--- src/rtl/bram_arb_pkg.sv ---
// Shared constants and types for the bram_arb SRAM arbiter.
//   AW/DW/BW : macro word address width, data width, byte lane count
//   PORT_A/B : requester identifiers used in read-return tags
//   WEB_RD   : active-low byte enable pattern that encodes a read
//   tag_t    : in-flight read tag {vld, port}
package bram_arb_pkg;

  localparam int unsigned AW = 11;
  localparam int unsigned DW = 32;
  localparam int unsigned BW = DW / 8;

  localparam logic PORT_A = 1'b0;
  localparam logic PORT_B = 1'b1;

  localparam logic [BW-1:0] WEB_RD = '1;

  typedef struct packed {
    logic vld;
    logic port;
  } tag_t;

endpackage

--- src/rtl/bram_arb_if.sv ---
// Bus bundle for bram_arb: both requester ports, the SRAM macro side and the
// sticky overflow flags.
//   slave  : arbiter view (requests in, macro controls and read data out)
//   master : requester/macro-model view (the mirror image)
interface bram_arb_if;
  import bram_arb_pkg::*;

  logic          a_csb;
  logic [BW-1:0] a_web;
  logic [AW-1:0] a_adr;
  logic [DW-1:0] a_dti;
  logic [DW-1:0] a_dto;
  logic          a_bsy;
  logic          a_rvl;

  logic          b_csb;
  logic [BW-1:0] b_web;
  logic [AW-1:0] b_adr;
  logic [DW-1:0] b_dti;
  logic [DW-1:0] b_dto;
  logic          b_bsy;
  logic          b_rvl;

  logic          m_csb;
  logic [BW-1:0] m_web;
  logic [AW-1:0] m_adr;
  logic [DW-1:0] m_dti;
  logic [DW-1:0] m_dto;

  logic [1:0]    ovf;

  modport slave (
    input  a_csb, a_web, a_adr, a_dti,
    output a_dto, a_bsy, a_rvl,
    input  b_csb, b_web, b_adr, b_dti,
    output b_dto, b_bsy, b_rvl,
    output m_csb, m_web, m_adr, m_dti,
    input  m_dto,
    output ovf
  );

  modport master (
    output a_csb, a_web, a_adr, a_dti,
    input  a_dto, a_bsy, a_rvl,
    output b_csb, b_web, b_adr, b_dti,
    input  b_dto, b_bsy, b_rvl,
    input  m_csb, m_web, m_adr, m_dti,
    output m_dto,
    input  ovf
  );

endinterface

--- src/rtl/bram_arb_slot.sv ---
// One-entry request holding slot for a single bram_arb requester port.
//   clk, rst         : clock, synchronous active-high reset
//   csb/web/adr/dti  : requester strobe (active low) and request payload
//   gnt              : arbiter grant for this port in the current cycle
//   done             : read data for this port's issued read returns this cycle
//   req_c, *_c       : pending request and its payload (held slot or bypass)
//   bsy              : slot occupied (registered)
//   ovf              : sticky dropped-request flag (registered)
module bram_arb_slot
  import bram_arb_pkg::*;
(
  input  logic          clk,
  input  logic          rst,
  input  logic          csb,
  input  logic [BW-1:0] web,
  input  logic [AW-1:0] adr,
  input  logic [DW-1:0] dti,
  input  logic          gnt,
  input  logic          done,
  output logic          req_c,
  output logic [BW-1:0] req_web_c,
  output logic [AW-1:0] req_adr_c,
  output logic [DW-1:0] req_dti_c,
  output logic          bsy,
  output logic          ovf
);

  logic          iss;
  logic [BW-1:0] web_q;
  logic [AW-1:0] adr_q;
  logic [DW-1:0] dti_q;
  logic          cap_c;

  // Capture is judged against the registered busy flag only.
  assign cap_c = !csb && !bsy;

  // An empty slot lets a new request bypass straight to the arbiter.
  assign req_c     = cap_c || (bsy && !iss);
  assign req_web_c = bsy ? web_q : web;
  assign req_adr_c = bsy ? adr_q : adr;
  assign req_dti_c = bsy ? dti_q : dti;

  // Slot state: writes retire the cycle after issue, reads on data return.
  always_ff @(posedge clk) begin
    if (rst) begin
      bsy   <= 1'b0;
      iss   <= 1'b0;
      web_q <= WEB_RD;
      adr_q <= '0;
      dti_q <= '0;
      ovf   <= 1'b0;
    end else begin
      if (cap_c) begin
        bsy   <= 1'b1;
        iss   <= gnt;
        web_q <= web;
        adr_q <= adr;
        dti_q <= dti;
      end else if (bsy) begin
        if (!iss) begin
          iss <= gnt;
        end else if ((web_q != WEB_RD) || done) begin
          bsy <= 1'b0;
        end
      end
      if (!csb && bsy) begin
        ovf <= 1'b1;
      end
    end
  end

endmodule

--- src/rtl/bram_arb.sv ---
// Two-port arbiter sharing one single-port SRAM macro (port A: SPI bridge,
// port B: core load/store). Sequences macro accesses, tracks in-flight reads
// through a tag pipe and returns read data to the issuing port.
//   clk, rst : clock, synchronous active-high reset
//   bus      : bram_arb_if.slave (requester ports, macro side, ovf flags)
//   RDLAT    : macro read latency in cycles (1 or 2)
// Build option: define BRAM_ARB_RR_EN for round-robin arbitration; otherwise
// fixed priority A over B.
module bram_arb
  import bram_arb_pkg::*;
#(
  parameter int unsigned RDLAT = 1
) (
  input  logic      clk,
  input  logic      rst,
  bram_arb_if.slave bus
);

  logic          req_a_c, req_b_c;
  logic          gnt_a_c, gnt_b_c;
  logic          done_a_c, done_b_c;
  logic [BW-1:0] web_a_c, web_b_c, sel_web_c;
  logic [AW-1:0] adr_a_c, adr_b_c, sel_adr_c;
  logic [DW-1:0] dti_a_c, dti_b_c, sel_dti_c;
  logic          ovf_a, ovf_b;

  // Entry 0 is aligned with the m_csb-low cycle, entry RDLAT with valid m_dto.
  tag_t [RDLAT:0] tag_sr;

  bram_arb_slot u_slot_a (
    .clk       (clk),
    .rst       (rst),
    .csb       (bus.a_csb),
    .web       (bus.a_web),
    .adr       (bus.a_adr),
    .dti       (bus.a_dti),
    .gnt       (gnt_a_c),
    .done      (done_a_c),
    .req_c     (req_a_c),
    .req_web_c (web_a_c),
    .req_adr_c (adr_a_c),
    .req_dti_c (dti_a_c),
    .bsy       (bus.a_bsy),
    .ovf       (ovf_a)
  );

  bram_arb_slot u_slot_b (
    .clk       (clk),
    .rst       (rst),
    .csb       (bus.b_csb),
    .web       (bus.b_web),
    .adr       (bus.b_adr),
    .dti       (bus.b_dti),
    .gnt       (gnt_b_c),
    .done      (done_b_c),
    .req_c     (req_b_c),
    .req_web_c (web_b_c),
    .req_adr_c (adr_b_c),
    .req_dti_c (dti_b_c),
    .bsy       (bus.b_bsy),
    .ovf       (ovf_b)
  );

`ifdef BRAM_ARB_RR_EN
  logic ptr;

  // Round-robin: preferred port wins a tie; any grant hands preference over.
  always_comb begin
    gnt_a_c = 1'b0;
    gnt_b_c = 1'b0;
    if (req_a_c && req_b_c) begin
      gnt_a_c = (ptr == PORT_A);
      gnt_b_c = (ptr == PORT_B);
    end else begin
      gnt_a_c = req_a_c;
      gnt_b_c = req_b_c;
    end
  end

  always_ff @(posedge clk) begin
    if (rst) begin
      ptr <= PORT_A;
    end else if (gnt_a_c) begin
      ptr <= PORT_B;
    end else if (gnt_b_c) begin
      ptr <= PORT_A;
    end
  end
`else
  // Fixed priority: A always wins.
  always_comb begin
    gnt_a_c = req_a_c;
    gnt_b_c = req_b_c && !req_a_c;
  end
`endif

  // Payload of the granted port.
  always_comb begin
    sel_web_c = web_a_c;
    sel_adr_c = adr_a_c;
    sel_dti_c = dti_a_c;
    if (gnt_b_c) begin
      sel_web_c = web_b_c;
      sel_adr_c = adr_b_c;
      sel_dti_c = dti_b_c;
    end
  end

  // Read return decode from the oldest tag.
  assign done_a_c = tag_sr[RDLAT].vld && (tag_sr[RDLAT].port == PORT_A);
  assign done_b_c = tag_sr[RDLAT].vld && (tag_sr[RDLAT].port == PORT_B);

  assign bus.ovf = {ovf_b, ovf_a};

  // Macro controls, tag pipe and read-data return registers.
  always_ff @(posedge clk) begin
    if (rst) begin
      bus.m_csb <= 1'b1;
      bus.m_web <= WEB_RD;
      bus.m_adr <= '0;
      bus.m_dti <= '0;
      tag_sr    <= '0;
      bus.a_dto <= '0;
      bus.b_dto <= '0;
      bus.a_rvl <= 1'b0;
      bus.b_rvl <= 1'b0;
    end else begin
      bus.m_csb <= 1'b1;
      bus.m_web <= WEB_RD;
      if (gnt_a_c || gnt_b_c) begin
        bus.m_csb <= 1'b0;
        bus.m_web <= sel_web_c;
        bus.m_adr <= sel_adr_c;
        bus.m_dti <= sel_dti_c;
      end
      tag_sr <= {tag_sr[RDLAT-1:0],
                 tag_t'{vld:  (gnt_a_c || gnt_b_c) && (sel_web_c == WEB_RD),
                        port: gnt_b_c ? PORT_B : PORT_A}};
      bus.a_rvl <= done_a_c;
      bus.b_rvl <= done_b_c;
      if (done_a_c) begin
        bus.a_dto <= bus.m_dto;
      end
      if (done_b_c) begin
        bus.b_dto <= bus.m_dto;
      end
    end
  end

endmodule

--- src/flat_wrapper.sv ---
// flat-port wrapper written by rule: the top's interface ports become plain ports
module bram_arb_flat import bram_arb_pkg::*;
#(
  parameter int unsigned RDLAT = 1
)
  (clk, rst, bus_a_csb, bus_a_web, bus_a_adr, bus_a_dti, bus_a_dto, bus_a_bsy, bus_a_rvl, bus_b_csb, bus_b_web, bus_b_adr, bus_b_dti, bus_b_dto, bus_b_bsy, bus_b_rvl, bus_m_csb, bus_m_web, bus_m_adr, bus_m_dti, bus_m_dto, bus_ovf);
  bram_arb_if bus_i ();
  input  logic clk;
  input  logic rst;
  input wire logic [$bits(bus_i.a_csb)-1:0] bus_a_csb;
  input wire logic [$bits(bus_i.a_web)-1:0] bus_a_web;
  input wire logic [$bits(bus_i.a_adr)-1:0] bus_a_adr;
  input wire logic [$bits(bus_i.a_dti)-1:0] bus_a_dti;
  output wire logic [$bits(bus_i.a_dto)-1:0] bus_a_dto;
  output wire logic [$bits(bus_i.a_bsy)-1:0] bus_a_bsy;
  output wire logic [$bits(bus_i.a_rvl)-1:0] bus_a_rvl;
  input wire logic [$bits(bus_i.b_csb)-1:0] bus_b_csb;
  input wire logic [$bits(bus_i.b_web)-1:0] bus_b_web;
  input wire logic [$bits(bus_i.b_adr)-1:0] bus_b_adr;
  input wire logic [$bits(bus_i.b_dti)-1:0] bus_b_dti;
  output wire logic [$bits(bus_i.b_dto)-1:0] bus_b_dto;
  output wire logic [$bits(bus_i.b_bsy)-1:0] bus_b_bsy;
  output wire logic [$bits(bus_i.b_rvl)-1:0] bus_b_rvl;
  output wire logic [$bits(bus_i.m_csb)-1:0] bus_m_csb;
  output wire logic [$bits(bus_i.m_web)-1:0] bus_m_web;
  output wire logic [$bits(bus_i.m_adr)-1:0] bus_m_adr;
  output wire logic [$bits(bus_i.m_dti)-1:0] bus_m_dti;
  input wire logic [$bits(bus_i.m_dto)-1:0] bus_m_dto;
  output wire logic [$bits(bus_i.ovf)-1:0] bus_ovf;
  assign bus_i.a_csb = bus_a_csb;
  assign bus_i.a_web = bus_a_web;
  assign bus_i.a_adr = bus_a_adr;
  assign bus_i.a_dti = bus_a_dti;
  assign bus_a_dto = bus_i.a_dto;
  assign bus_a_bsy = bus_i.a_bsy;
  assign bus_a_rvl = bus_i.a_rvl;
  assign bus_i.b_csb = bus_b_csb;
  assign bus_i.b_web = bus_b_web;
  assign bus_i.b_adr = bus_b_adr;
  assign bus_i.b_dti = bus_b_dti;
  assign bus_b_dto = bus_i.b_dto;
  assign bus_b_bsy = bus_i.b_bsy;
  assign bus_b_rvl = bus_i.b_rvl;
  assign bus_m_csb = bus_i.m_csb;
  assign bus_m_web = bus_i.m_web;
  assign bus_m_adr = bus_i.m_adr;
  assign bus_m_dti = bus_i.m_dti;
  assign bus_i.m_dto = bus_m_dto;
  assign bus_ovf = bus_i.ovf;
  bram_arb #(.RDLAT(RDLAT)) u_core (.clk(clk), .rst(rst), .bus(bus_i));
endmodule
--- config.mk ---
export PLATFORM = sky130hd
export DESIGN_NAME = bram_arb_flat
export DESIGN_NICKNAME = d
export VERILOG_FILES = /design/src/rtl/bram_arb_pkg.sv /design/src/rtl/bram_arb_if.sv /design/src/rtl/bram_arb_slot.sv /design/src/rtl/bram_arb.sv /design/src/flat_wrapper.sv
export SDC_FILE = /design/constraint.sdc
export NUM_CORES = 1
export LEC_CHECK = 0
export ABC_CLOCK_PERIOD_IN_PS = 1950
export BUFFER_PORTS_ARGS = -buffer_cell sky130_fd_sc_hd__clkbuf_2
export CORE_MARGIN = 2
export CORE_UTILIZATION = 52
export DETAILED_ROUTE_END_ITERATION = 12
export MAX_ROUTING_LAYER = met4
export PLACE_DENSITY = 0.85
export SYNTH_ARGS = -nofsm -noshare
export SYNTH_HDL_FRONTEND = slang
export SYNTH_SLANG_ARGS = --single-unit
--- constraint.sdc ---
create_clock -name clk -period 1.95 [get_ports clk]
set_clock_uncertainty 0.05 [all_clocks]
set_input_delay 0.0975 -clock clk [delete_from_list [all_inputs] [get_ports clk]]
set_output_delay 0.0975 -clock clk [all_outputs]
set_load 0.02 [all_outputs]
# Word level (Yosys, flattened, before mapping)
# Cells that the tools add are included.
# totals
ram_bits,0
mem_count,0
regBits,218
input_bits,130
latch_bits,0
mem_bits_ro,0
output_inout_bits,118
wordCells,79
# classes
n_bitwise,2
mux,25
div_mod_pow,0
shift,0
order_cmp,0
eq_ne,3
reduce_logical,25
add_sub_neg,0
n_mul,0
# op_table
operator,n
2-to-1 mux 32 bit,3
2-to-1 mux 11 bit,3
2-to-1 mux 1 bit,16
2-to-1 mux 4 bit,3
logical AND 1 bit,10
"inequality test 4 bit, second input constant",2
zero test 1 bit,7
logical OR 1 bit,5
"== test 4 bit, second input constant",1
nonzero test 2 bit,2
inverter 1 bit,2
OR reduction 2 bit,1

# Logic depth before layout (Yosys ltp)
# Gate-level depths: netlist (run 1).
# depth
depth_word,8
depth_mapped,7
depth_no_buf,5

# Modules after synthesis
# Synthesis (run 1) repeated with hierarchy kept, for this count alone.
# hier_totals
cells_unflattened,1058
hier_area_um2,9477.8
# modules_own_cells
mod,area_per_inst_um2,n_inst,cells_per_inst,seq_area_each_um2
bram_arb,4798.4,1,508,2362.3
bram_arb_slot,2339.7,2,275,1001.0

# Least setup slack after synthesis (run 1)
# Ideal clock, no wire load.
# synth_path
path_kind,register to register
startpoint,register u_core.u_slot_b.bsy
endpoint,register u_core.tag_sr[1] (netlist bit)
path_buffers,1
setup_slack_ns,0.179
arrival_ns,1.633
stages_incl_launch_ff,6
required_time_ns,1.812
synth_period_minus_slack_ns,1.771
path_cell_list,dfxtp_1 > buf_6 > mux2i_4 > nor2b_4 > mux2_2 > nor4_2
# synth_between
elab_chain_len,7
# synth_rtl
element,line,source
from (decl),bram_arb_slot.sv:24,"output logic bsy,"
from (signal assigned),bram_arb_slot.sv:46,bsy <= 1'b0;
from (signal assigned),bram_arb_slot.sv:54,bsy <= 1'b1;
from (signal assigned),bram_arb_slot.sv:63,bsy <= 1'b0;
zero test 1 bit,bram_arb_slot.sv:35,assign cap_c = !csb && !bsy;
logical AND 1 bit,bram_arb_slot.sv:35,
logical OR 1 bit,bram_arb_slot.sv:38,assign req_c = cap_c || (bsy && !iss);
logical AND 1 bit,bram_arb.sv:93,gnt_b_c = req_b_c && !req_a_c;
2-to-1 mux 4 bit,bram_arb.sv:102,if (gnt_b_c) begin
== test 4 bit,bram_arb.sv:137,"tag_t'{vld: (gnt_a_c || gnt_b_c) && (sel_web_c == WEB_RD),"
logical AND 1 bit (*),bram_arb.sv:137,
to (signal assigned),bram_arb.sv:136,"tag_sr <= {tag_sr[RDLAT-1:0],"
to (decl),bram_arb.sv:28,tag_t [RDLAT:0] tag_sr;
# Mark *: on every way between the ends. The rest lies on a longest branch, timed or not.
# A chain may end at the register's enable or synchronous reset.

# Worst setup path after layout (run 1)
# layout_path
startpoint,register u_core.u_slot_b.bsy
endpoint,register u_core.bus.m_adr[0]
# layout_between
elab_chain_len,5
# layout_rtl
element,line,source
zero test 1 bit,bram_arb_slot.sv:35,
logical AND 1 bit,bram_arb_slot.sv:35,
logical OR 1 bit,bram_arb_slot.sv:38,
logical AND 1 bit,bram_arb.sv:93,
2-to-1 mux 11 bit / logical OR 1 bit (equally long branches),"bram_arb.sv:102, bram_arb.sv:130",
to (signal assigned),bram_arb.sv:133,bus.m_adr <= sel_adr_c;
to (decl),bram_arb_if.sv:37,"output m_csb, m_web, m_adr, m_dti,"
# Several ways; a longest one is shown, not always the timed one.

==> metrics.md, run 1 <==
| Metric | Value |
|---|---|
| Result of the run | finished, final reports clean |
| Placeable Area | 0.01664 mm^2 |
| Global-route met1 utilization | 36.68% |
| CTS H-tree lvls | 1 |
| Critical path buffers and inverters | 1 |
| Top-Level Pins | 248 |
| Via count of the first global-routing pass | 9461 |
| DRT Pass-1 Iters | 5 |
| Worst Path Class, Setup | reg2reg |
| Final count of hold timing violations | 0 |
| Input/output buffers | 247 |
| Routed wirelength normalized by instance count | 18.30 um |
| Global-route wire length before repair | 47.00 mm |
| Commonest cells after routing, fill and taps aside | 354 x sky130_fd_sc_hd__nand2_1, 246 x sky130_fd_sc_hd__clkbuf_2, 216 x sky130_fd_sc_hd__dfxtp_1 |
| GR met3 Demand/Resource | 6.569% |
| Number of different library cells in the post-synthesis netlist | 35 |
| Max Root-Sink Buffers | 3 |
| Final HPWL from detailed placement | 16.34 mm |
| Final WS setup | 63.40 ps |
| Switching power | 3.043 mW |
| Most frequent standard cell in the layout excluding fill and tap cells | sky130_fd_sc_hd__nand2_1 |
| Area grow syn2layout | 40.85% |
| Post-synthesis net count | 1182 |
| CTS tree | done |
| Post-synthesis cell count | 1052 |
| Via count normalized by instance count | 5.649 |
| Largest family of logic cells by synthesized area | simple AND/OR/NAND/NOR gates |
| # nets final | 1526 |
| Post-route cell area | 0.01254 mm^2 |
| Routability congestion estimate from global placement | 0.8603 |
| Fraction of the mapped netlist area in adder cells | 0% |
| Number of nets still failing antenna checks after routing | 0 |
| Count of clock tree sinks | 218 |
| Cell-by-cell trace of the critical path | mux2i_4, nor2b_4, buf_4, mux2_1, o21ai_1 |
| Mux cell area share after synthesis | 13.62% |
| Kind of start point of the critical path | flop |
| Maximum number of pins on one net before global-route repair | 110 |
| Most used routing layer | met2 |
| Xor-xnor portion of the synthesized cell area | 0% |
| Final Slew Violations | 0 |
| Comb power frac | 16.0% |
| PostCTS Resize Cnt | 0 |
| Starting density of the core | 53.51% |
| Die extent in x | 134.9 um |
| Family with the most delay on the worst path | multiplexers |
| Data arrival time of the critical path | 2260 ps |
| Sum of internal, switching and leakage power | 11.56 mW |
| Worst Path Required | 2320 ps |
| Die Area | 0.01819 mm^2 |
| Via count | 9236 |
| Clock transition at the registers of the reported paths | 60 ps |
| Sequential-to-total area share from yosys stat | 49.01% |
| TritonCTS buffer count | 24 |
| Critical path's largest stage delay | 390 ps |
| Final Critical Period | 1887 ps |
| Residual overflow from global routing | 0 |
| Cell internal power dissipation | 8.520 mW |
| Final routed wirelength across all metal layers | 29.92 mm |
| Root cell of the clock tree | sky130_fd_sc_hd__clkbuf_16 |
| Count of state elements after synthesis | 218 |
| Seq pwr share | 42.0% |
| Slew of the pin with the lowest slew margin | 491.9 ps |
| Avg Cell Area, Syn | 8.465 um^2 |
| Synth warnings | 0 |
| Compound-gate portion of the synthesized area | 14.22% |
| Count of final setup violators | 0 |
| Type of the most critical hold path | in2reg |
| Slowest cell on the critical path | sky130_fd_sc_hd__dfxtp_2 |
| Syn Std Cell Area | 0.008905 mm^2 |
| Number of DRC violations after detailed-routing iteration 0 | 842 |
| Layout cells sized above 1 | 26.94% |
| Leakage power of the design | 5.210 nW |
| Die height | 134.9 um |
| Met2 track demand over resource | 56.43% |
| Number of max-capacitance violations reported | 0 |
| Worst hold slack across all endpoints | 331.5 ps |
| Overall Global Routing Usage | 33.15% |
| Upper clock frequency limit | 530.1 MHz |
| Number of rows in the core area | 47 |
| Setup repair after global routing missed its margin | no |
| Worst slack at placement | 147.6 ps |
| Worst supply voltage drop on vdd | 0.7908 mV |
| Max-Slew Margin vs Limit | 67.14% |
| Clock network latency to the later pin of the worst-skew pair | 510 ps |
| Power per Cell Area | 921.9 mW/mm^2 |
| Area fraction in and, or, nand and nor cells after synthesis | 18.50% |
| Number of antenna violations at the first check in global routing | 1 |
| Count of unresolved DRC violations after routing | 0 |
| Post-route clock period utilization | 96.75% |
| Switching part of the total | 26.32% |
| Total Neg Setup Slack | 0 ps |
| Clock network fraction of design power | 42.0% |
| Placed standard-cell area | 0.01033 mm^2 |
| Maximum fanout encountered on the critical timing path | 7 |
| Category of the worst setup path capture point | flop |
==> worst min-delay path: stages <==
cell and delay (ps):
sky130_fd_sc_hd__dlygate4sd3_1 530, sky130_fd_sc_hd__clkbuf_2 110, sky130_fd_sc_hd__nand2_1 50, sky130_fd_sc_hd__a21oi_1 50
==> final timing paths <==
kind	to	from	slack, ps	cells after the start
max	u_core.bus.m_adr[0]	u_core.u_slot_b.bsy	60	5
min	u_core.u_slot_b.dti_q[14]	bus_b_dti[14]	330	4
min reg2reg	u_core.bus.m_adr[10]	u_core.bus.m_adr[10]	400	2
max reg2reg	u_core.bus.m_adr[0]	u_core.u_slot_b.bsy	60	5
==> metrics by stage <==
step	utilization [%]	cells
6_report	75.36	1635
3_3_place_gp	62.06	1454
5_1_grt	75.36	1635
4_1_cts	75.35	1634
3_5_place_dp	62.06	1454
2_1_floorplan	-	1052
==> metal layers <==
| layer | part of all wire, % | wire length, um |
|---|---|---|
| met2 | 50 | 14840 |
| met1 | 37 | 11210 |
| met3 | 8.5 | 2552 |
| met5 | 0 | 0 |
| met4 | 4.4 | 1311 |
==> layout make-up <==
class | instances | area (um^2)
antenna | 1 | 2.502
clock buffer | 33 | 685.7
clock inverter | 11 | 163.9
fill | 1033 | 4100
inverter | 4 | 15.01
multi-input combinational | 744 | 4146
sequential | 218 | 4367
tap | 220 | 275.3
timing repair buffer | 404 | 2887
==> synthesized netlist by cell type <==
library cell / instances / share of area [%]
sky130_fd_sc_hd__nand2_1: 355 / 15
sky130_fd_sc_hd__inv_1: 3 / 0.13
sky130_fd_sc_hd__a21oi_1: 184 / 10
sky130_fd_sc_hd__dfxtp_1: 218 / 49
sky130_fd_sc_hd__o211a_1: 1 / 0.11
sky130_fd_sc_hd__buf_4: 4 / 0.34
sky130_fd_sc_hd__nor2b_4: 1 / 0.15
sky130_fd_sc_hd__buf_2: 19 / 1.1
sky130_fd_sc_hd__o211ai_1: 1 / 0.084
sky130_fd_sc_hd__clkbuf_1: 51 / 2.1
sky130_fd_sc_hd__nor4_2: 1 / 0.14
sky130_fd_sc_hd__nand4_1: 2 / 0.14
sky130_fd_sc_hd__buf_6: 5 / 0.63
sky130_fd_sc_hd__nor2_4: 1 / 0.13
sky130_fd_sc_hd__inv_2: 1 / 0.042
sky130_fd_sc_hd__mux2i_4: 2 / 0.51
sky130_fd_sc_hd__a222oi_1: 4 / 0.45
sky130_fd_sc_hd__nand2b_1: 2 / 0.14
sky130_fd_sc_hd__nand3_1: 2 / 0.11
sky130_fd_sc_hd__buf_1: 7 / 0.30
sky130_fd_sc_hd__a22oi_1: 27 / 2.3
sky130_fd_sc_hd__mux2_1: 14 / 1.8
sky130_fd_sc_hd__o21ai_0: 2 / 0.11
sky130_fd_sc_hd__or2_1: 1 / 0.070
sky130_fd_sc_hd__nand3b_1: 20 / 1.7
sky130_fd_sc_hd__nor2_1: 9 / 0.38
sky130_fd_sc_hd__and2_1: 1 / 0.070
sky130_fd_sc_hd__mux2i_1: 33 / 3.7
sky130_fd_sc_hd__nor2b_1: 5 / 0.35
sky130_fd_sc_hd__mux2_2: 59 / 7.5
sky130_fd_sc_hd__o21ai_1: 12 / 0.67
sky130_fd_sc_hd__a211oi_1: 2 / 0.17
sky130_fd_sc_hd__and3b_1: 1 / 0.098
sky130_fd_sc_hd__mux2_4: 1 / 0.17
sky130_fd_sc_hd__nor2_2: 1 / 0.070
==> cells by family (layout without fill, tap and decap cells) <==
kind of cell | after synthesis | in the layout
flops | 218 | 218
buf+inv | 90 | 452
mux | 109 | 109
compound gates | 233 | 233
other cells | 0 | 1
simple gates | 402 | 402
==> power by group through the flow <==
stage	Sequential (mW)	Clock [mW]	Combinational, mW
finish	4.86	4.86	1.85
global route	4.88	5.05	1.97
CTS	4.84	4.86	1.78
detailed placement	4.93	0	1.54
global placement	4.92	0	1.51
floorplan	5.04	0	0.865
==> registers in the layout, indices dropped and copies added, names as in the netlist <==
name	count
u_core.u_slot_a.ovf	1
u_core.bus.m_csb	1
u_core.u_slot_b.ovf	1
u_core.u_slot_a.dti_q	32
u_core.bus.b_dto	32
u_core.u_slot_a.bsy	1
u_core.u_slot_a.iss	1
u_core.bus.m_dti	32
u_core.u_slot_b.adr_q	11
u_core.u_slot_a.web_q	4
u_core.u_slot_b.bsy	1
u_core.tag_sr	4
u_core.bus.a_rvl	1
u_core.u_slot_b.iss	1
u_core.u_slot_b.dti_q	32
u_core.bus.a_dto	32
u_core.u_slot_a.adr_q	11
u_core.bus.m_adr	11
u_core.bus.b_rvl	1
u_core.bus.m_web	4
u_core.u_slot_b.web_q	4
==> timing repair <==
item                                   4_1_cts  5_1_grt
hold buffers                               136        0
setup buffers                                0        0
endpoints found under the hold margin      198        0
Note: power is estimated with default switching activity, not from simulation.
==> inputs of run 2 (changes only) <==
--- a/config.mk
+++ b/config.mk
@@ -5,13 +5,13 @@
 export SDC_FILE = /design/constraint.sdc
 export NUM_CORES = 1
 export LEC_CHECK = 0
-export ABC_CLOCK_PERIOD_IN_PS = 1950
+export ABC_CLOCK_PERIOD_IN_PS = 1650
 export BUFFER_PORTS_ARGS = -buffer_cell sky130_fd_sc_hd__clkbuf_2
 export CORE_MARGIN = 2
-export CORE_UTILIZATION = 52
+export CORE_UTILIZATION = 47
 export DETAILED_ROUTE_END_ITERATION = 12
 export MAX_ROUTING_LAYER = met4
-export PLACE_DENSITY = 0.85
+export PLACE_DENSITY = 0.81
 export SYNTH_ARGS = -nofsm -noshare
 export SYNTH_HDL_FRONTEND = slang
 export SYNTH_SLANG_ARGS = --single-unit
==> constraint.sdc (replaced) <==
create_clock -name clk -period 1.65 [get_ports clk]
set_clock_uncertainty 0.05 [all_clocks]
set_input_delay 0.0825 -clock clk [delete_from_list [all_inputs] [get_ports clk]]
set_output_delay 0.0825 -clock clk [all_outputs]
set_load 0.02 [all_outputs]
==> run 2 against run 1 <==
Effect of this change: the run now ends with negative setup slack left; sequential share of layout area down 0.42 points; critical endpoint is now u_core.bus.m_dti[9]; sequential power up 18%; flip-flop and latch count unchanged; first-iteration DRC count down 31%.
==> metrics.md, run 2 (synthesis results as in run 1) <==
| Metric | Value |
|---|---|
| Global-route wire length before repair | 45.77 mm (was 47.00 mm) |
| Upper clock frequency limit | 604.6 MHz (was 530.1 MHz) |
| Die height | 141.6 um (was 134.9 um) |
| Setup slack of the most critical reg-to-reg path | -4 ps (was 60 ps) |
| CTS tree | done (unchanged) |
| Root cell of the clock tree | sky130_fd_sc_hd__clkbuf_16 (unchanged) |
| Die extent in x | 141.6 um (was 134.9 um) |
| Worst Path Required | 2030 ps (was 2320 ps) |
| Critical path's largest stage delay | 380 ps (was 390 ps) |
| Switching part of the total | 26.70% (was 26.32%) |
| Filler cell count in the final layout | 1314 (was 1033) |
| Family with the most delay on the worst path | multiplexers (unchanged) |
| Violated checks | negative setup slack |
| Clock transition at the registers of the reported paths | 60 ps (about the same) |
| Detailed route wirelength on metal3 | 2.479 mm (was 2.552 mm) |
| Type of the most critical hold path | in2reg (unchanged) |
| Count of unresolved DRC violations after routing | 0 (unchanged) |
| Count of final setup violators | 2 (was 0) |
| Clock network latency to the later pin of the worst-skew pair | 500 ps (was 510 ps) |
| # nets final | 1539 (was 1526) |
| Starting density of the core | 47.77% (was 53.51%) |
| Number of nets still failing antenna checks after routing | 0 (unchanged) |
| Max Root-Sink Buffers | 3 (unchanged) |
| Setup repair after global routing missed its margin | yes (was no) |
| Maximum number of pins on one net before global-route repair | 63 (was 110) |
| Uppermost metal layer occupied by signal nets | met4 (unchanged) |
| Die Area | 0.02006 mm^2 (was 0.01819 mm^2) |
| Area grow syn2layout | 42.73% (was 40.85%) |
| Total routed wire length on the met1 layer | 11.49 mm (was 11.21 mm) |
| Result of the run | complete, but fails checks (was finished, final reports clean) |
| Number of rows in the core area | 50 (was 47) |
| Top-Level Pins | 248 (unchanged) |
| Slew of the pin with the lowest slew margin | 437.9 ps (was 491.9 ps) |
| Layout cells sized above 1 | 28.32% (was 26.94%) |
| Most frequent standard cell in the layout excluding fill and tap cells | sky130_fd_sc_hd__nand2_1 (unchanged) |
| Via count of the first global-routing pass | 9146 (was 9461) |
| Final HPWL from detailed placement | 16.66 mm (was 16.34 mm) |
| Slowest cell on the critical path | sky130_fd_sc_hd__dfxtp_4 (was sky130_fd_sc_hd__dfxtp_2) |
| Routed wirelength normalized by instance count | 18.02 um (was 18.30 um) |
| Clock network fraction of design power | 38.4% (was 42.0%) |
| Final cell utilization of the core | 68.17% (was 75.36%) |
| Switching power | 3.492 mW (was 3.043 mW) |
| Final WS setup | -3.967 ps (was 63.40 ps) |
| Post-route clock period utilization | 100.2% (was 96.75%) |
| Final Slew Violations | 0 (unchanged) |
| CTS H-tree lvls | 1 (unchanged) |
| Critical path buffers and inverters | 1 (unchanged) |
| Commonest cells after routing, fill and taps aside | 354 x sky130_fd_sc_hd__nand2_1, 245 x sky130_fd_sc_hd__clkbuf_2, 216 x sky130_fd_sc_hd__dfxtp_1 (was 354 x sky130_fd_sc_hd__nand2_1, 246 x sky130_fd_sc_hd__clkbuf_2, 216 x sky130_fd_sc_hd__dfxtp_1) |
| Seq pwr share | 43.9% (was 42.0%) |
| Input/output buffers | 247 (unchanged) |
| Via count normalized by instance count | 5.546 (was 5.649) |
| Number of antenna violations at the first check in global routing | 1 (unchanged) |
| Cell-by-cell trace of the critical path | mux2i_4, nor2b_4, buf_12, mux2_1, o21ai_2 (was mux2i_4, nor2b_4, buf_4, mux2_1, o21ai_1) |
| Via count | 9196 (was 9236) |
| Worst supply voltage drop on vdd | 0.9321 mV (was 0.7908 mV) |
| Kind of start point of the critical path | flop (unchanged) |
| Number of max-capacitance violations reported | 0 (unchanged) |
| Leakage power of the design | 5.317 nW (was 5.210 nW) |
| Power per Cell Area | 1029 mW/mm^2 (was 921.9 mW/mm^2) |
| Routability congestion estimate from global placement | 0.8602 (was 0.8603) |
| Number of DRC violations after detailed-routing iteration 0 | 583 (was 842) |
| Overall Global Routing Usage | 28.94% (was 33.15%) |
| Met2 layer wire length in the routed design | 14.71 mm (was 14.84 mm) |
| Maximum fanout encountered on the critical timing path | 12 (was 7) |
| Comb power frac | 17.7% (was 16.0%) |
| Count of clock tree sinks | 218 (unchanged) |
| Sum of internal, switching and leakage power | 13.08 mW (was 11.56 mW) |
| Residual overflow from global routing | 0 (unchanged) |
| Max-Slew Margin vs Limit | 70.75% (was 67.14%) |
| Placeable Area | 0.01864 mm^2 (was 0.01664 mm^2) |
| DRT Pass-1 Iters | 5 (unchanged) |
| Worst Path Class, Setup | reg2reg (unchanged) |
| Final Critical Period | 1654 ps (was 1887 ps) |
| Category of the worst setup path capture point | flop (unchanged) |
| Final routed wirelength across all metal layers | 29.88 mm (was 29.92 mm) |
| TritonCTS buffer count | 23 (was 24) |
| Final count of hold timing violations | 0 (unchanged) |
| Cell internal power dissipation | 9.586 mW (was 8.520 mW) |
| Data arrival time of the critical path | 2040 ps (was 2260 ps) |
run 2: cell count changes in the layout (fill, tap and decap cells not counted), sizes merged:
cell,delta
buf,+19
dlygate4sd3,-7
clkinvlp,-1
clkbuf,+3
clkinv,-3
bufbuf,+1
bufinv,-3
run 2: metrics by stage:
step	hold slack, ps	worst slack (ps)	cells	area [um^2]	TNS [ps]
global route	317.3	-84.64	1658	12710	-1013
CTS	303.2	3.581	1650	12580	0
floorplan	118.5	-15.24	1052	8915	-15.24
detailed placement	268.6	-23.32	1481	10540	-36.75
finish	317.7	-3.967	1658	12710	-4.785
global placement	260.6	29.42	1481	10540	0
run 2: tightest hold or removal path, stage by stage:
cell and delay, ps:
sky130_fd_sc_hd__dlygate4sd3_1 530, sky130_fd_sc_hd__clkbuf_2 110, sky130_fd_sc_hd__nand2_1 50, sky130_fd_sc_hd__a21oi_1 50
run 2: layer usage:
metal / vias to the layer above / track usage (%)
li1: 4249 / -
met4: 0 / 11.84
met5: - / -
met1: 4319 / 32.71
met3: 109 / 6.176
met2: 519 / 49.95
run 2: area by class of cell:
type / count / area [um^2] / share of cell area [%]
clock buffer: 35 / 670.6 / 5.277
sequential: 218 / 4372 / 34.40
antenna: 1 / 2.502 / 0.01969
multi-input combinational: 744 / 4177 / 32.86
timing repair buffer: 418 / 3133 / 24.65
clock inverter: 4 / 47.55 / 0.3741
inverter: 4 / 15.01 / 0.1181
tap: 234 / 292.8 / 2.304
run 2: timing repair:
action | CTS | global route
hold buffers | 129 | 0
gates cloned | 1 | 2
gates resized for setup | 1 | 10
setup endpoints to repair | 9 | 34
setup buffers | 0 | 5
endpoints found under the hold margin | 205 | 0
pin swaps | 0 | 5
run 2: final timing paths:
check | from | end | depth (start not counted)
worst max-delay path | u_core.u_slot_b.bsy | u_core.bus.m_dti[9] | 5
worst min register to register | u_core.tag_sr[0] | u_core.tag_sr[2] | 1
worst max register to register | u_core.u_slot_b.bsy | u_core.bus.m_dti[9] | 5
worst min-delay path | bus_b_dti[17] | u_core.u_slot_b.dti_q[17] | 4
run 2: power groups by stage:
stage | Sequential, mW | Clock (mW) | Combinational (mW)
after floorplan | 5.96 | 0 | 1.03
after global placement | 5.83 | 0 | 1.87
after detailed placement | 5.84 | 0 | 1.90
after CTS | 5.72 | 5.05 | 2.18
after global routing | 5.76 | 5.28 | 2.47
final | 5.74 | 5.02 | 2.32
==> inputs of run 3 (changes only) <==
--- a/config.mk
+++ b/config.mk
@@ -7,7 +7,6 @@
 export LEC_CHECK = 0
 export ABC_CLOCK_PERIOD_IN_PS = 1650
 export BUFFER_PORTS_ARGS = -buffer_cell sky130_fd_sc_hd__clkbuf_2
-export CORE_MARGIN = 2
 export CORE_UTILIZATION = 47
 export DETAILED_ROUTE_END_ITERATION = 12
 export MAX_ROUTING_LAYER = met4
==> run 3 against run 2 <==
Effect of this change: the flow still finishes with violations (negative setup slack); sequential share of layout area is 0.88 points lower; cell count is 0.78% higher; utilization is 3.2 points higher; largest power group unchanged.
==> metrics.md, run 3 (synthesis results as in run 1) <==
| Metric | Value |
|---|---|
| Destination of the worst register-to-register timing path | u_core.bus.m_dti[19] (was u_core.bus.m_dti[9]) |
| Commonest cells after routing, fill and taps aside | 354 x sky130_fd_sc_hd__nand2_1, 245 x sky130_fd_sc_hd__clkbuf_2, 216 x sky130_fd_sc_hd__dfxtp_1 (unchanged) |
| Top-Level Pins | 248 (unchanged) |
| Setup slack of the most critical reg-to-reg path | -20 ps (was -4 ps) |
| End point of the most critical hold path | u_core.bus.b_dto[9] (was u_core.u_slot_b.dti_q[17]) |
| Count of clock tree sinks | 218 (unchanged) |
| Final count of hold timing violations | 0 (unchanged) |
| Routability congestion estimate from global placement | 0.8545 (was 0.8602) |
| Final HPWL from detailed placement | 16.81 mm (was 16.66 mm) |
| Category of the worst setup path capture point | flop (unchanged) |
| Layout cells sized above 1 | 31.23% (was 28.32%) |
| Worst Path Class, Setup | reg2reg (unchanged) |
| # nets final | 1555 (was 1539) |
| Clock network latency to the later pin of the worst-skew pair | 510 ps (was 500 ps) |
| Die Area | 0.01950 mm^2 (was 0.02006 mm^2) |
| Final routed wirelength across all metal layers | 30.82 mm (was 29.88 mm) |
| Number of nets still failing antenna checks after routing | 0 (unchanged) |
| Number of rows in the core area | 49 (was 50) |
| Placeable Area | 0.01827 mm^2 (was 0.01864 mm^2) |
| Area grow syn2layout | 46.48% (was 42.73%) |
| Final Critical Period | 1665 ps (was 1654 ps) |
| CTS tree | done (unchanged) |
| Data arrival time of the critical path | 2050 ps (was 2040 ps) |
| Final Slew Violations | 0 (unchanged) |
| CTS H-tree lvls | 1 (unchanged) |
| Slew of the pin with the lowest slew margin | 417.0 ps (was 437.9 ps) |
| Number of DRC violations after detailed-routing iteration 0 | 693 (was 583) |
| Input/output buffers | 247 (unchanged) |
| Final WS setup | -15.41 ps (was -3.967 ps) |
| Residual overflow from global routing | 0 (unchanged) |
| Count of final setup violators | 1 (was 2) |
| Count of unresolved DRC violations after routing | 0 (unchanged) |
| Worst slack at placement | -59.85 ps (was -23.32 ps) |
| Die extent in x | 139.6 um (was 141.6 um) |
| Maximum number of pins on one net before global-route repair | 61 (was 63) |
| Violated checks | negative setup slack (unchanged) |
| Global-route wire length before repair | 46.95 mm (was 45.77 mm) |
| Result of the run | complete, but fails checks (unchanged) |
| Maximum fanout encountered on the critical timing path | 18 (was 12) |
| Die height | 139.6 um (was 141.6 um) |
| Most frequent standard cell in the layout excluding fill and tap cells | sky130_fd_sc_hd__nand2_1 (unchanged) |
| Number of antenna violations at the first check in global routing | 0 (was 1) |
| Filler cell count in the final layout | 1199 (was 1314) |
| Starting density of the core | 48.74% (was 47.77%) |
| Leakage power of the design | 5.494 nW (was 5.317 nW) |
| Worst reg-to-reg path cell count | 7 (was 5) |
| Overall Global Routing Usage | 30.71% (was 28.94%) |
| Worst supply voltage drop on vdd | 0.7094 mV (was 0.9321 mV) |
| Via count | 9348 (was 9196) |
| Routed wirelength normalized by instance count | 18.44 um (was 18.02 um) |
| Setup repair after global routing missed its margin | yes (unchanged) |
| Worst r2r src | u_core.u_slot_a.bsy (was u_core.u_slot_b.bsy) |
| Startpoint of the most critical hold path | bus_m_dto[9] (was bus_b_dti[17]) |
| Root cell of the clock tree | sky130_fd_sc_hd__clkbuf_16 (unchanged) |
| Max Root-Sink Buffers | 3 (unchanged) |
| Worst Path Required | 2040 ps (was 2030 ps) |
| Post-Place Cells | 1487 (was 1481) |
| Via count normalized by instance count | 5.594 (was 5.546) |
| Worst Hold Depth | 4 (unchanged) |
| Via count of the first global-routing pass | 9490 (was 9146) |
| Post-route clock period utilization | 100.9% (was 100.2%) |
| Upper clock frequency limit | 600.5 MHz (was 604.6 MHz) |
| Sum of internal, switching and leakage power | 13.65 mW (was 13.08 mW) |
| Type of the most critical hold path | in2reg (unchanged) |
| Final std cells w/o fill | 1671 (was 1658) |
| DRT Pass-1 Iters | 7 (was 5) |
| Clock transition at the registers of the reported paths | 70 ps (was 60 ps) |
| Power per Cell Area | 1046 mW/mm^2 (was 1029 mW/mm^2) |
| Max-Slew Margin vs Limit | 72.14% (was 70.75%) |
| Kind of start point of the critical path | flop (unchanged) |
| TritonCTS buffer count | 24 (was 23) |
| Number of max-capacitance violations reported | 0 (unchanged) |
run 3: worst max path at each step:
| stage | depth (start not counted) | end | startpoint |
|---|---|---|---|
| 2_1_floorplan | 5 | u_core.tag_sr[1] | u_core.u_slot_b.bsy |
| 3_3_place_gp | 5 | u_core.tag_sr[1] | u_core.u_slot_b.bsy |
| 3_5_place_dp | 5 | u_core.tag_sr[1] | u_core.u_slot_b.bsy |
| 4_1_cts | 5 | u_core.tag_sr[1] | u_core.u_slot_b.bsy |
| 5_1_grt | 6 | u_core.tag_sr[1] | u_core.u_slot_b.bsy |
| 6_report | 7 | u_core.bus.m_dti[19] | u_core.u_slot_a.bsy |
run 3: per-stage QoR:
stage          setup TNS, ps  utilization, %  hold slack [ps]  area (um^2)
2_1_floorplan         -15.24               -            118.5         8915
3_3_place_gp               0           57.96            262.0        10590
3_5_place_dp          -93.20           57.96            273.0        10590
4_1_cts               -112.8           69.68            286.0        12730
5_1_grt               -654.0           71.38            322.0        13040
6_report              -15.41           71.39            307.8        13040
run 3: metal layers:
layer | vias up | wire, um | GRT usage [%]
li1 | 4289 | - | -
met1 | 4363 | 11640 | 32.76
met2 | 554 | 15200 | 52.92
met3 | 142 | 2302 | 5.781
met4 | 0 | 1679 | 18.57
met5 | - | 0 | -
run 3: area by class of cell:
type	instances	area, um^2	share of cell area [%]
diodes	1	2.502	0.01918
clock buffers	32	691.9	5.305
clock inverters	10	101.3	0.7770
inverters	4	15.01	0.1151
multi-input cells	744	4298	32.95
flip-flops and latches	218	4372	33.52
well taps	229	286.5	2.197
repair buffers	433	3277	25.12
run 3: timing repair:
| item | CTS | global route |
|---|---|---|
| endpoints found under the setup margin | 11 | 81 |
| hold buffers | 129 | 0 |
| pin swaps | 0 | 11 |
| gates cloned | 0 | 4 |
| resized for setup | 8 | 36 |
| endpoints found under the hold margin | 196 | 0 |
| setup buffers | 3 | 5 |
run 3: power by group:
group / leakage [nW] / internal, mW / switching [mW]
combinational: 3.31 / 1.19 / 1.30
sequential: 1.78 / 5.56 / 0.190
clock: 0.400 / 3.25 / 2.17
total: 5.49 / 9.99 / 3.66
run 3: worst max-delay path, stage by stage, from the launching register on:
cell,delay (ps)
sky130_fd_sc_hd__dfxtp_4,370
sky130_fd_sc_hd__mux2i_4,210
sky130_fd_sc_hd__buf_4,170
sky130_fd_sc_hd__nor2_4,200
sky130_fd_sc_hd__buf_12,150
sky130_fd_sc_hd__clkbuf_16,180
sky130_fd_sc_hd__nand2_1,90
sky130_fd_sc_hd__a21oi_1,170
